File: config.mk
export PLATFORM = sky130hd
export DESIGN_NAME = mem_arbiter_flat
export DESIGN_NICKNAME = d
export VERILOG_FILES = /design/src/rtl/mem_arb_pkg.sv /design/src/rtl/mem_arbiter_if.sv /design/src/rtl/rr_arb2.sv /design/src/rtl/mem_arbiter.sv /design/src/flat_wrapper.sv
export SDC_FILE = /design/constraint.sdc
export NUM_CORES = 1
export LEC_CHECK = 0
export ABC_AREA = 1
export CAP_MARGIN = 15
export CORE_AREA = 2 2 117 164
export DETAILED_ROUTE_END_ITERATION = 10
export DIE_AREA = 0 0 119 166
export RECOVER_POWER = 25
export SYNTH_ARGS = -nofsm -noshare
export SYNTH_HDL_FRONTEND = slang
export SYNTH_SLANG_ARGS = --single-unit
File: constraint.sdc
create_clock -name clk -period 2.06 [get_ports clk]
set_input_delay 0.412 -clock clk [delete_from_list [all_inputs] [get_ports clk]]
set_output_delay 0.412 -clock clk [all_outputs]
set_load 0.05 [all_outputs]
File: src/rtl/mem_arb_pkg.sv
// Shared types and constants for the instruction/data RAM arbiter.
package mem_arb_pkg;

   // Arbiter transaction FSM
   typedef enum logic [1:0] {
      IDLE   = 2'd0,
      ACCESS = 2'd1,
      WAIT   = 2'd2,
      RESP   = 2'd3
   } state_e;

   // Master ids; also the bit positions in the request/grant vectors
   localparam logic MID_I = 1'b0;
   localparam logic MID_D = 1'b1;

   // Width of a counter that must hold the value RD_LAT-1 (and RD_LAT)
   function automatic int lat_cnt_w(input int rd_lat);
      return $clog2(rd_lat + 1);
   endfunction

endpackage

File: src/rtl/mem_arbiter_if.sv
// Request/response channels of both core masters plus the RAM port.
interface mem_arbiter_if #(
   parameter int ADDR_W = 32,
   parameter int DATA_W = 32
);
   // Instruction fetch master
   logic                i_req_valid;
   logic                i_req_ready;
   logic [ADDR_W-1:0]   i_req_addr;
   logic                i_rsp_valid;
   logic [DATA_W-1:0]   i_rsp_rdata;

   // Data access master
   logic                d_req_valid;
   logic                d_req_ready;
   logic [ADDR_W-1:0]   d_req_addr;
   logic                d_req_wen;
   logic [DATA_W-1:0]   d_req_wdata;
   logic [DATA_W/8-1:0] d_req_wstrb;
   logic                d_rsp_valid;
   logic [DATA_W-1:0]   d_rsp_rdata;

   // Single-port synchronous RAM
   logic                mem_en;
   logic                mem_wen;
   logic [ADDR_W-1:0]   mem_addr;
   logic [DATA_W-1:0]   mem_wdata;
   logic [DATA_W/8-1:0] mem_wstrb;
   logic [DATA_W-1:0]   mem_rdata;

   // Arbiter side
   modport slave (
      input  i_req_valid, i_req_addr,
      output i_req_ready, i_rsp_valid, i_rsp_rdata,
      input  d_req_valid, d_req_addr, d_req_wen, d_req_wdata, d_req_wstrb,
      output d_req_ready, d_rsp_valid, d_rsp_rdata,
      output mem_en, mem_wen, mem_addr, mem_wdata, mem_wstrb,
      input  mem_rdata
   );

   // Core masters and RAM side
   modport master (
      output i_req_valid, i_req_addr,
      input  i_req_ready, i_rsp_valid, i_rsp_rdata,
      output d_req_valid, d_req_addr, d_req_wen, d_req_wdata, d_req_wstrb,
      input  d_req_ready, d_rsp_valid, d_rsp_rdata,
      input  mem_en, mem_wen, mem_addr, mem_wdata, mem_wstrb,
      output mem_rdata
   );

endinterface

File: src/rtl/rr_arb2.sv
// Two-way grant logic: fixed D priority or round-robin on contention.
module rr_arb2
   import mem_arb_pkg::*;
(
   input  logic       clk,
   input  logic       rst,
   input  logic [1:0] i_req,
   input  logic       i_prio_d,
   input  logic       i_accept,
   output logic [1:0] o_gnt
);

   logic r_last;

   // One-hot grant; on a tie favour D when prioritised, else the master not served last
   always_comb begin
      // NOTE: default first so every path assigns o_gnt and no latch is inferred.
      o_gnt = 2'b00;
      unique case (i_req)
         2'b01:   o_gnt = 2'b01;
         2'b10:   o_gnt = 2'b10;
         2'b11:   o_gnt = (i_prio_d || (r_last == MID_I)) ? 2'b10 : 2'b01;
         default: o_gnt = 2'b00;
      endcase
   end

   // Remember who was served last; starting at D lets I win the first tie
   always_ff @(posedge clk) begin
      // NOTE: non-blocking assignments for all state so register updates are order-independent.
      if (rst) begin
         r_last <= MID_D;
      end else if (i_accept) begin
         r_last <= o_gnt[MID_D];
      end
   end

endmodule

File: src/rtl/mem_arbiter.sv
// Serialises I-fetch and D-access requests onto one single-port synchronous RAM.
module mem_arbiter
   import mem_arb_pkg::*;
#(
   parameter int ADDR_W = 32,
   parameter int DATA_W = 32,
   parameter int RD_LAT = 1,
   parameter int D_PRIO = 0
) (
   input  logic         clk,
   input  logic         rst,
   mem_arbiter_if.slave bus,
   output logic         busy
);

   localparam int STRB_W = DATA_W / 8;
   localparam int CNT_W  = lat_cnt_w(RD_LAT);

   state_e              r_state;
   state_e              w_state_nxt;
   logic [1:0]          w_req;
   logic [1:0]          w_gnt;
   logic                w_accept;

   // Latched request fields, held for the life of the transaction
   logic                r_mid;
   logic                r_wen;
   logic [ADDR_W-1:0]   r_addr;
   logic [DATA_W-1:0]   r_wdata;
   logic [STRB_W-1:0]   r_wstrb;
   logic [CNT_W-1:0]    r_cnt;

   // Per-master response data, held between responses
   logic [DATA_W-1:0]   r_i_rdata;
   logic [DATA_W-1:0]   r_d_rdata;

   assign w_req = {bus.d_req_valid, bus.i_req_valid};

   rr_arb2 u_rr_arb2 (
      .clk      (clk),
      .rst      (rst),
      .i_req    (w_req),
      .i_prio_d (D_PRIO != 0),
      .i_accept (w_accept),
      .o_gnt    (w_gnt)
   );

   // State register
   always_ff @(posedge clk) begin
      if (rst) begin
         r_state <= IDLE;
      end else begin
         r_state <= w_state_nxt;
      end
   end

   // Next state plus the strobes decoded from the current state
   always_comb begin
      w_state_nxt     = r_state;
      w_accept        = 1'b0;
      bus.i_req_ready = 1'b0;
      bus.d_req_ready = 1'b0;
      bus.mem_en      = 1'b0;
      bus.mem_wen     = 1'b0;
      bus.mem_wstrb   = '0;
      bus.i_rsp_valid = 1'b0;
      bus.d_rsp_valid = 1'b0;
      unique case (r_state)
         IDLE: begin
            // A request coinciding with reset is never accepted
            if (!rst) begin
               bus.i_req_ready = w_gnt[MID_I];
               bus.d_req_ready = w_gnt[MID_D];
               if (w_gnt != 2'b00) begin
                  w_accept    = 1'b1;
                  w_state_nxt = ACCESS;
               end
            end
         end
         ACCESS: begin
            bus.mem_en    = 1'b1;
            bus.mem_wen   = r_wen;
            bus.mem_wstrb = r_wen ? r_wstrb : '0;
            w_state_nxt   = r_wen ? RESP : WAIT;
         end
         WAIT: begin
            if (r_cnt == '0) begin
               w_state_nxt = RESP;
            end
         end
         RESP: begin
            bus.i_rsp_valid = (r_mid == MID_I);
            bus.d_rsp_valid = (r_mid == MID_D);
            w_state_nxt     = IDLE;
         end
         default: w_state_nxt = IDLE;
      endcase
   end

   // Request latch, read-latency counter and response capture
   always_ff @(posedge clk) begin
      // NOTE: datapath registers are reset too, since they drive outputs that must read 0 after reset.
      if (rst) begin
         r_mid     <= MID_I;
         r_wen     <= 1'b0;
         r_addr    <= '0;
         r_wdata   <= '0;
         r_wstrb   <= '0;
         r_cnt     <= '0;
         r_i_rdata <= '0;
         r_d_rdata <= '0;
      end else begin
         if (w_accept) begin
            if (w_gnt[MID_D]) begin
               r_mid   <= MID_D;
               r_addr  <= bus.d_req_addr;
               r_wen   <= bus.d_req_wen;
               r_wdata <= bus.d_req_wdata;
               r_wstrb <= bus.d_req_wstrb;
            end else begin
               // Fetch is read-only; write data/strobes keep their last values
               r_mid   <= MID_I;
               r_addr  <= bus.i_req_addr;
               r_wen   <= 1'b0;
            end
         end

         if (r_state == ACCESS) begin
            if (r_wen) begin
               r_d_rdata <= '0;
            end else begin
               r_cnt <= CNT_W'(RD_LAT - 1);
            end
         end

         // The RAM data is valid only in the WAIT cycle where the counter is 0
         if (r_state == WAIT) begin
            if (r_cnt != '0) begin
               r_cnt <= r_cnt - 1'b1;
            end else if (r_mid == MID_D) begin
               r_d_rdata <= bus.mem_rdata;
            end else begin
               r_i_rdata <= bus.mem_rdata;
            end
         end
      end
   end

   assign bus.mem_addr    = r_addr;
   assign bus.mem_wdata   = r_wdata;
   assign bus.i_rsp_rdata = r_i_rdata;
   assign bus.d_rsp_rdata = r_d_rdata;
   assign busy            = (r_state != IDLE);

endmodule

File: src/flat_wrapper.sv
// flat-port wrapper written by rule: the top's interface ports become plain ports
module mem_arbiter_flat import mem_arb_pkg::*;
#(
   parameter int ADDR_W = 32,
   parameter int DATA_W = 32,
   parameter int RD_LAT = 1,
   parameter int D_PRIO = 0
)
  (clk, rst, busy, bus_i_req_valid, bus_i_req_addr, bus_i_req_ready, bus_i_rsp_valid, bus_i_rsp_rdata, bus_d_req_valid, bus_d_req_addr, bus_d_req_wen, bus_d_req_wdata, bus_d_req_wstrb, bus_d_req_ready, bus_d_rsp_valid, bus_d_rsp_rdata, bus_mem_en, bus_mem_wen, bus_mem_addr, bus_mem_wdata, bus_mem_wstrb, bus_mem_rdata);
  mem_arbiter_if #(.ADDR_W(ADDR_W), .DATA_W(DATA_W)) bus_i ();
  input  logic clk;
  input  logic rst;
  output logic busy;
  input wire logic [$bits(bus_i.i_req_valid)-1:0] bus_i_req_valid;
  input wire logic [$bits(bus_i.i_req_addr)-1:0] bus_i_req_addr;
  output wire logic [$bits(bus_i.i_req_ready)-1:0] bus_i_req_ready;
  output wire logic [$bits(bus_i.i_rsp_valid)-1:0] bus_i_rsp_valid;
  output wire logic [$bits(bus_i.i_rsp_rdata)-1:0] bus_i_rsp_rdata;
  input wire logic [$bits(bus_i.d_req_valid)-1:0] bus_d_req_valid;
  input wire logic [$bits(bus_i.d_req_addr)-1:0] bus_d_req_addr;
  input wire logic [$bits(bus_i.d_req_wen)-1:0] bus_d_req_wen;
  input wire logic [$bits(bus_i.d_req_wdata)-1:0] bus_d_req_wdata;
  input wire logic [$bits(bus_i.d_req_wstrb)-1:0] bus_d_req_wstrb;
  output wire logic [$bits(bus_i.d_req_ready)-1:0] bus_d_req_ready;
  output wire logic [$bits(bus_i.d_rsp_valid)-1:0] bus_d_rsp_valid;
  output wire logic [$bits(bus_i.d_rsp_rdata)-1:0] bus_d_rsp_rdata;
  output wire logic [$bits(bus_i.mem_en)-1:0] bus_mem_en;
  output wire logic [$bits(bus_i.mem_wen)-1:0] bus_mem_wen;
  output wire logic [$bits(bus_i.mem_addr)-1:0] bus_mem_addr;
  output wire logic [$bits(bus_i.mem_wdata)-1:0] bus_mem_wdata;
  output wire logic [$bits(bus_i.mem_wstrb)-1:0] bus_mem_wstrb;
  input wire logic [$bits(bus_i.mem_rdata)-1:0] bus_mem_rdata;
  assign bus_i.i_req_valid = bus_i_req_valid;
  assign bus_i.i_req_addr = bus_i_req_addr;
  assign bus_i_req_ready = bus_i.i_req_ready;
  assign bus_i_rsp_valid = bus_i.i_rsp_valid;
  assign bus_i_rsp_rdata = bus_i.i_rsp_rdata;
  assign bus_i.d_req_valid = bus_d_req_valid;
  assign bus_i.d_req_addr = bus_d_req_addr;
  assign bus_i.d_req_wen = bus_d_req_wen;
  assign bus_i.d_req_wdata = bus_d_req_wdata;
  assign bus_i.d_req_wstrb = bus_d_req_wstrb;
  assign bus_d_req_ready = bus_i.d_req_ready;
  assign bus_d_rsp_valid = bus_i.d_rsp_valid;
  assign bus_d_rsp_rdata = bus_i.d_rsp_rdata;
  assign bus_mem_en = bus_i.mem_en;
  assign bus_mem_wen = bus_i.mem_wen;
  assign bus_mem_addr = bus_i.mem_addr;
  assign bus_mem_wdata = bus_i.mem_wdata;
  assign bus_mem_wstrb = bus_i.mem_wstrb;
  assign bus_i.mem_rdata = bus_mem_rdata;
  mem_arbiter #(.ADDR_W(ADDR_W), .DATA_W(DATA_W), .RD_LAT(RD_LAT), .D_PRIO(D_PRIO)) u_core (.clk(clk), .rst(rst), .bus(bus_i), .busy(busy));
endmodule
## Word-level counts from Yosys, hierarchy flattened

Index checks and enable logic that the tools add are counted.

- Register bits: 138
- Input bits: 137
- Output and inout bits: 139
- Logic and storage cells: 58

- Add/subtract/negate cells: 1
- Equality and inequality tests: 8
- Muxes and demuxes: 31
- Bitwise logic cells: 2
- Reductions and logical operators: 6

Operators by type and width:

| cell | count |
|---|---|
| 2-to-1 mux 32 bit | 6 |
| 2-to-1 mux 1 bit | 18 |
| == test 2 bit, second input constant | 4 |
| 2-to-1 mux 4 bit | 2 |
| one-hot mux 2 bit (4 select lines) | 1 |
| 2-to-1 mux 2 bit | 3 |
| one-hot mux 2 bit (3 select lines) | 1 |
| == test 2 x 1 -> 1 bit, second input constant | 2 |
| AND reduction 2 bit | 2 |
| nonzero test 2 bit | 2 |
| AND reduction 3 bit | 1 |
| zero test 2 bit | 1 |
| != test 2 x 1 -> 1 bit, second input constant | 1 |
| != test 2 bit, second input constant | 1 |
| NOT 1 bit | 2 |
| subtractor 1 bit, second input constant | 1 |

## Longest topological paths before layout

Gate-level depths: netlist of run 1.

- Depth in word-level cells: 7
- Mapped depth: 10
- Mapped depth without buffers: 9

## Hierarchy

From an unflattened synthesis of run 1, not the netlist that was laid out.

- Cell total of the unflattened synthesis: 744
- Area total of the unflattened synthesis: 5466.5 um2

Modules (own cells, without submodules):

| module | instances | cells each | area each (um2) | sequential area each (um2) |
|---|---|---|---|---|
| mem_arbiter | 1 | 734 | 5402.7 | 2742.6 |
| rr_arb2 | 1 | 10 | 63.8 | 20.0 |

## Worst setup path after synthesis of run 1

No wires, ideal clock.

- Kind: flip-flop to output port
- Start: register u_core.r_state[1]
- End: output port bus_mem_wstrb[0]
- Arrival time: 2.099 ns
- Data required time: 1.648 ns
- Slack: -0.451 ns
- Cell stages (with the launch flop): 6
- Path buffers: 1
- Path through: dfxtp_1 inv_1 ha_1 nand2_1 clkbuf_1 nor2_1

- Cells in the longest elaborated chain, start to end: 2

RTL lines:

| item | RTL line | source |
|---|---|---|
| start, declared | mem_arbiter.sv:19 | `state_e r_state;` |
| start signal, assigned | mem_arbiter.sv:53 | `r_state <= w_state_nxt;` |
| == test 2 x 1 -> 1 bit | mem_arbiter.sv:68 | `unique case (r_state)` |
| 2-to-1 mux 4 bit | mem_arbiter.sv:68 |  |
| end, declared | flat_wrapper.sv:31 | `output wire logic [$bits(bus_i.mem_wstrb)-1:0] bus_mem_wstrb;` |

Every way passes these cells.

## Final worst setup path of run 1

- Start: register u_core.r_state[1]
- End: output port bus_d_req_ready

- Cells in the longest elaborated chain, start to end: 2

RTL lines:

| item | RTL line | source |
|---|---|---|
| zero test 2 bit | mem_arbiter.sv:68 |  |
| 2-to-1 mux 1 bit | mem_arbiter.sv:68 |  |
| end, declared | flat_wrapper.sv:24 | `output wire logic [$bits(bus_i.d_req_ready)-1:0] bus_d_req_ready;` |

Every way passes these cells.

==> results of run 1 <==
-- path summary, 6_finish.rpt --
path,end,slack [ns],cells after the start
setup reg to reg,u_core.bus.i_rsp_rdata[25]$_SDFFE_PP0P_,0.30,8
hold / removal,u_core.bus.mem_wdata[17]$_SDFFE_PP0P_,0.44,2
setup / recovery,bus_d_req_ready,0.03,7
hold reg to reg,u_core.bus.mem_wdata[17]$_SDFFE_PP0P_,0.44,2
-- critical path, stage by stage (launching register included) --
cell and delay, ns:
dfxtp_4 0.36, inv_4 0.06, ha_4 0.14, clkinvlp_4 0.10
nor2_4 0.13, nand2_4 0.09, nor2_4 0.17, buf_12 0.16
-- final cells by class --
type	count	area [um2]
Tap cell	244	305.3
Inverter	20	85.08
Fill cell	1833	9263
Clock buffer	17	425.4
Timing Repair Buffer	300	3004
Sequential cell	138	2770
Multi-Input combinational cell	533	2354
Clock inverter	15	175.2
-- through the flow --
stage	TNS, ns	hold slack, ns	instance area (um2)
after global placement	0	0.4262	8494
final	0	0.4426	9119
after floorplan	0	0.4419	5445
after detailed placement	0	0.4313	8494
after CTS	-0.06223	0.4468	9148
after global routing	-0.09496	0.4582	9119
-- registers in the layout, summed over array words and instances, names as in the netlist --
| signal | flops |
|---|---|
| u_core.bus.mem_addr | 32 |
| u_core.u_rr_arb2.r_last | 1 |
| u_core.r_mid | 1 |
| u_core.r_wen | 1 |
| u_core.r_cnt | 1 |
| u_core.bus.d_rsp_rdata | 32 |
| u_core.bus.mem_wdata | 32 |
| u_core.r_wstrb | 4 |
| u_core.r_state | 2 |
| u_core.bus.i_rsp_rdata | 32 |
-- cell usage in the layout, fill, tap and decap left out, types with 12 or more instances in the layout --
cell and n:
nand2_1 274, buf_4 23, nand3_1 36, o21ai_0 70, dfxtp_1 136, nor2_1 69
clkdlybuf4s50_1 260, a21oi_1 66, inv_1 12, clkbuf_16 17
-- per-layer routing --
layer | track usage (%) | vias up
met4 | 6.936 | 0
met3 | 5.838 | 24
met5 | 0 | -
met1 | 19.49 | 2448
met2 | 31.58 | 153
li1 | - | 2899
-- power breakdown --
part / switching [mW] / internal [mW]
combinational: 2.62 / 1.37
clock: 1.31 / 1.73
sequential: 0.232 / 3.12
-- what timing repair did --
item                                    4_1_cts  5_1_grt
buffers inserted                              5        0
endpoints found under the setup margin        3        9
hold buffers                                  0        0
gates resized for setup                       5        3
pin swaps                                     3        2
-- kinds of logic after synthesis --
group / count (synthesis) / share of synthesized area (%)
compound gates: 136 / 12.65
fa+ha+maj: 4 / 0.9305
flops: 138 / 51.36
buf+inv: 69 / 6.187
simple gates: 393 / 28.87
==> impl_metrics.yaml, run 1 <==
run_status:
  outcome: "finished, final reports clean"
place:
  place.gp.congestion: 0.7817
  port_buffers: 275
  place_ws_ns: 0.08211
  dp_cells: 1230
  dp_hpwl_mm: 12.32
worst_setup_path:
  cp_max_fo: 5
  required_ns: 1.65
  critPathKind: "flop to output port"
  reg2reg_from: "u_core.r_state[0]$_SDFFE_PP0P_"
  end_kind: "output port"
  arrival_ns: 1.62
  startpoint: "u_core.r_state[1]$_SDFFE_PP0P_"
  cp-start-kind: "flop"
synth:
  ys_warn_count: 0
  synth_edf_count: 0
  synthTopCellsByArea: "dfxtp_1 51%, nand2_1 19%, o21ai_0 6.5%"
  synth_top_cell_by_area: "dfxtp_1"
  synth_top_cells_by_count: "275 x nand2_1, 138 x dfxtp_1, 74 x nor2_1"
  syn_nets: 881
  synth.yosys.seq_area_share_pct: 51.36
  yosysMostFrequentCell: "nand2_1"
  async_reset_ff_share_pct: 0
  syn-instance-count: 740
  ys.flop_type: "dfxtp_1"
  netlist_area_um2: 5379
  netlist.area_leader.share_pct: 51.36
  synth_seq_cells: 138
  syn_avg_cell_area_um2: 7.269
  ys_types: 19
finish:
  fin_util_pct: 49.61
  nets: 1151
  fin_cells: 1267
  n_antenna_cell: 0
  area_growth_syn_to_layout_pct: 69.53
  drive_gt1_share_pct: 9.091
floorplan:
  io_pins: 276
  start_util_pct: 29.26
  fp.dieH_um: 166
  core-area_um2: 18380
  die_width_um: 119
  rows: 59
  die_area_um2: 19750
sta:
  grt_setup_unrepaired: "yes"
  period_share_pct: 98.74
  final.setup.worst_slack_ns: 0.02588
  slew_headroom_pct: 48.92
  finalHoldViolations: 0
  setup-violations-final: 0
  fmax_mhz: 491.6
  tightest_slew_ns: 0.7663
  post-route-min-period_ns: 2.034
  maxSlewViolCount: 0
  skew_ns: 0.007463
clock_network:
  clk_pin_slew_ns: 0.07
  cts-root-buf: "clkbuf_16"
  clkLatencyLatePin_ns: 0.41
  cts_buffer_depth: 2
  htreeDepth: 4
  numCtsBuffers: 17
  cts_num_sinks: 138
  cts_tree: "built"
route:
  routed_via_density: 4.360
  wirelength_met1_mm: 6.998
  vias: 5524
  postRouteAntennaNets: 0
  drc: 0
  routed.top_layer: "met4"
  first_iter_violations: 241
  met3_length_mm: 1.157
  totalWireLength_mm: 17.40
  met2RoutedLength_mm: 8.845
  wl_per_cell_um: 13.73
  firstDrtPassIters: 4
global_routing:
  gr-usage-all-layers_pct: 17.81
  grt_overflow: 0
  grt_start_max_net_pins: 65
  antenna_found_initial: 0
  grt_pass1_wl_mm: 28.02
  grt_pass1_vias: 5450
power_and_ir_drop:
  p_leak_nw: 3.768
  max-vdd-ir-drop_mv: 0.5871
  power_mw: 10.40
  power-per-cell-area_nw_per_um2: 1140
hold_path:
  hp-start: "u_core.bus.mem_wdata[17]$_SDFFE_PP0P_"
  min_path_type: "flop to flop"
run:
  max_cap_viol_count: 0
Note: power is estimated with default switching activity, not from simulation.
==> run 2: changes to the inputs <==
- clock period: 2.06 -> 2.6 ns (I/O delays scaled with it)
==> run 2 against run 1 <==
  * Via count shrank 0.52%
  * Non-clock buffer count shrank 11
  * Critical path depth down 5
  * First-iteration DRC count is 7.1% higher
==> impl_metrics.yaml, run 2 (synthesized netlist as in run 1, its figures left out) <==
finish:
  nFillCells: 1819
  nets: 1140
  drive_gt1_share_pct: 6.028
  layout_common_cells: "276 x nand2_1, 265 x clkdlybuf4s50_1, 138 x dfxtp_1, 74 x nor2_1, 70 x o21ai_0"
  final_common_cell: "nand2_1"
  area_growth_syn_to_layout_pct: 66.02
  n_antenna_cell: 0
  design_area_um2: 8930
  regArea_um2: 2763
  multiInputGateArea_um2: 2276
floorplan:
  die_width_um: 119
  io_pins: 276
  start_util_pct: 29.26
  fp.dieH_um: 166
  core-area_um2: 18380
  rows: 59
  die_area_um2: 19750
worst_setup_path:
  arrival_ns: 1.95
  critPathKind: "flop to output port"
  cp.depth: 2
  cpMaxStageDelayCell: "clkdlybuf4s50_1"
  required_ns: 2.08
  reg2reg_slack_ns: 0.34
  reg2reg_from: "u_core.r_state[0]$_SDFFE_PP0P_"
  critPathTopFamily: "buffers and inverters"
  cp-endpoint: "bus_mem_en"
  r2r-end: "u_core.bus.d_rsp_rdata[21]$_SDFF_PP0_"
  cp-start-kind: "flop"
  startpoint: "u_core.r_state[0]$_SDFFE_PP0P_"
  critPathMaxStageDelay_ns: 0.88
  end_kind: "output port"
  reg2reg_depth: 6
  cp_max_fo: 5
  crit_chain: "ha_1 -> clkdlybuf4s50_1"
  critPathBufInv: 1
global_routing:
  antenna_found_initial: 0
  grt_start_max_net_pins: 67
  gr-usage-all-layers_pct: 18.05
  grt_pass1_vias: 5311
  grt_overflow: 0
  grt_pass1_wl_mm: 28.35
place:
  port_buffers: 275
  postPlaceCellArea_um2: 8361
  dp_hpwl_mm: 12.57
  place.gp.congestion: 0.7777
route:
  wl_per_cell_um: 14.10
  drc: 0
  vias: 5495
  totalWireLength_mm: 17.70
  routed_via_density: 4.375
  postRouteAntennaNets: 0
  first_iter_violations: 258
  firstDrtPassIters: 4
clock_network:
  clkLatencyLatePin_ns: 0.42
  clk_pin_slew_ns: 0.06
  htreeDepth: 4
  cts_hold_buffers: 0
  cts_buffer_depth: 2
  cts-root-buf: "clkbuf_16"
  numCtsBuffers: 17
  cts_tree: "built"
  cts_num_sinks: 138
sta:
  tightest_slew_ns: 0.9943
  setup-violations-final: 0
  post-route-min-period_ns: 2.472
  fmax_mhz: 404.6
  maxSlewViolCount: 0
  period_share_pct: 95.07
  finalHoldViolations: 0
  grt_setup_unrepaired: "no"
  slew_headroom_pct: 33.53
  tns_ns: 0
  skew_ns: 0.007691
power_and_ir_drop:
  max-vdd-ir-drop_mv: 0.4864
  p_leak_nw: 3.670
  power-per-cell-area_nw_per_um2: 916.0
  power_mw: 8.180
run_status:
  outcome: "finished, final reports clean"
run:
  max_cap_viol_count: 0
hold_path:
  min_path_type: "flop to flop"
## run 2: cell count changes in the layout (fill, tap and decap cells not counted), moves of 3 or more
cell / delta
buf_4: -16
clkdlybuf4s50_1: +5
inv_1: +3
inv_8: -4
nor2_1: +5
nor2_4: -6
## run 2: worst min-delay path by stage
stage                                                     start                               endpoint  slack, ns  depth (start not counted)
after floorplan            u_core.u_rr_arb2.r_last$_SDFFE_PP1P_   u_core.u_rr_arb2.r_last$_SDFFE_PP1P_       0.44                          2
after global placement    u_core.bus.mem_wdata[25]$_SDFFE_PP0P_  u_core.bus.mem_wdata[25]$_SDFFE_PP0P_       0.43                          2
after detailed placement  u_core.bus.mem_wdata[23]$_SDFFE_PP0P_  u_core.bus.mem_wdata[23]$_SDFFE_PP0P_       0.43                          2
after CTS                 u_core.bus.mem_wdata[23]$_SDFFE_PP0P_  u_core.bus.mem_wdata[23]$_SDFFE_PP0P_       0.45                          2
after global routing      u_core.bus.mem_wdata[31]$_SDFFE_PP0P_  u_core.bus.mem_wdata[31]$_SDFFE_PP0P_       0.45                          2
final                     u_core.bus.mem_wdata[17]$_SDFFE_PP0P_  u_core.bus.mem_wdata[17]$_SDFFE_PP0P_       0.44                          2
## run 2: stage by stage
stage,utilization [%],hold slack (ns),cells,worst slack (ns)
after global routing,48.58,0.4549,1256,0.01883
after detailed placement,45.48,0.4320,1224,0.2414
final,48.58,0.4443,1256,0.1281
after global placement,45.48,0.4275,1224,0.3111
after CTS,48.75,0.4463,1256,0.07430
after floorplan,-,0.4429,740,-0.01889
## run 2: area by class of cell
| cell class | count | share of cell area [%] |
|---|---|---|
| Clock buffer | 19 | 4.848 |
| Clock inverter | 13 | 1.878 |
| Inverter | 20 | 0.8547 |
| Multi-Input combinational cell | 533 | 25.49 |
| Sequential cell | 138 | 30.94 |
| Tap cell | 244 | 3.419 |
| Timing Repair Buffer | 289 | 32.58 |
## run 2: what timing repair did
item,4_1_cts,5_1_grt
buffers inserted,0,0
resized for setup,0,1
endpoints found under the hold margin,0,0
endpoints found under the setup margin,0,1
## run 2: per-layer routing
metal,global-route usage (%),vias up,wire (um)
met5,0,-,0
met4,8.126,0,585
met3,6.181,29,1152
met2,31.13,164,8850
met1,19.89,2420,7114
li1,-,2882,-
## run 2: tightest hold or removal path, delay by kind of cell (launching register included)
family / cells / cell delay [ns]
DFF: 1 / 0.32
and+or+nand+nor: 2 / 0.09
## run 2: power breakdown
part	leakage [nW]	total (mW)	switching, mW	internal, mW
combinational	2.26	3.07	2.05	1.02
sequential	1.12	2.64	0.178	2.46
clock	0.288	2.47	0.949	1.52
total	3.67	8.18	3.18	5.00
==> run 3: changes to the inputs <==
- ABC_CLOCK_PERIOD_IN_PS: unset -> 2600
==> results of run 3 <==
Final layout, timing and power as in run 2 (identical DEF).
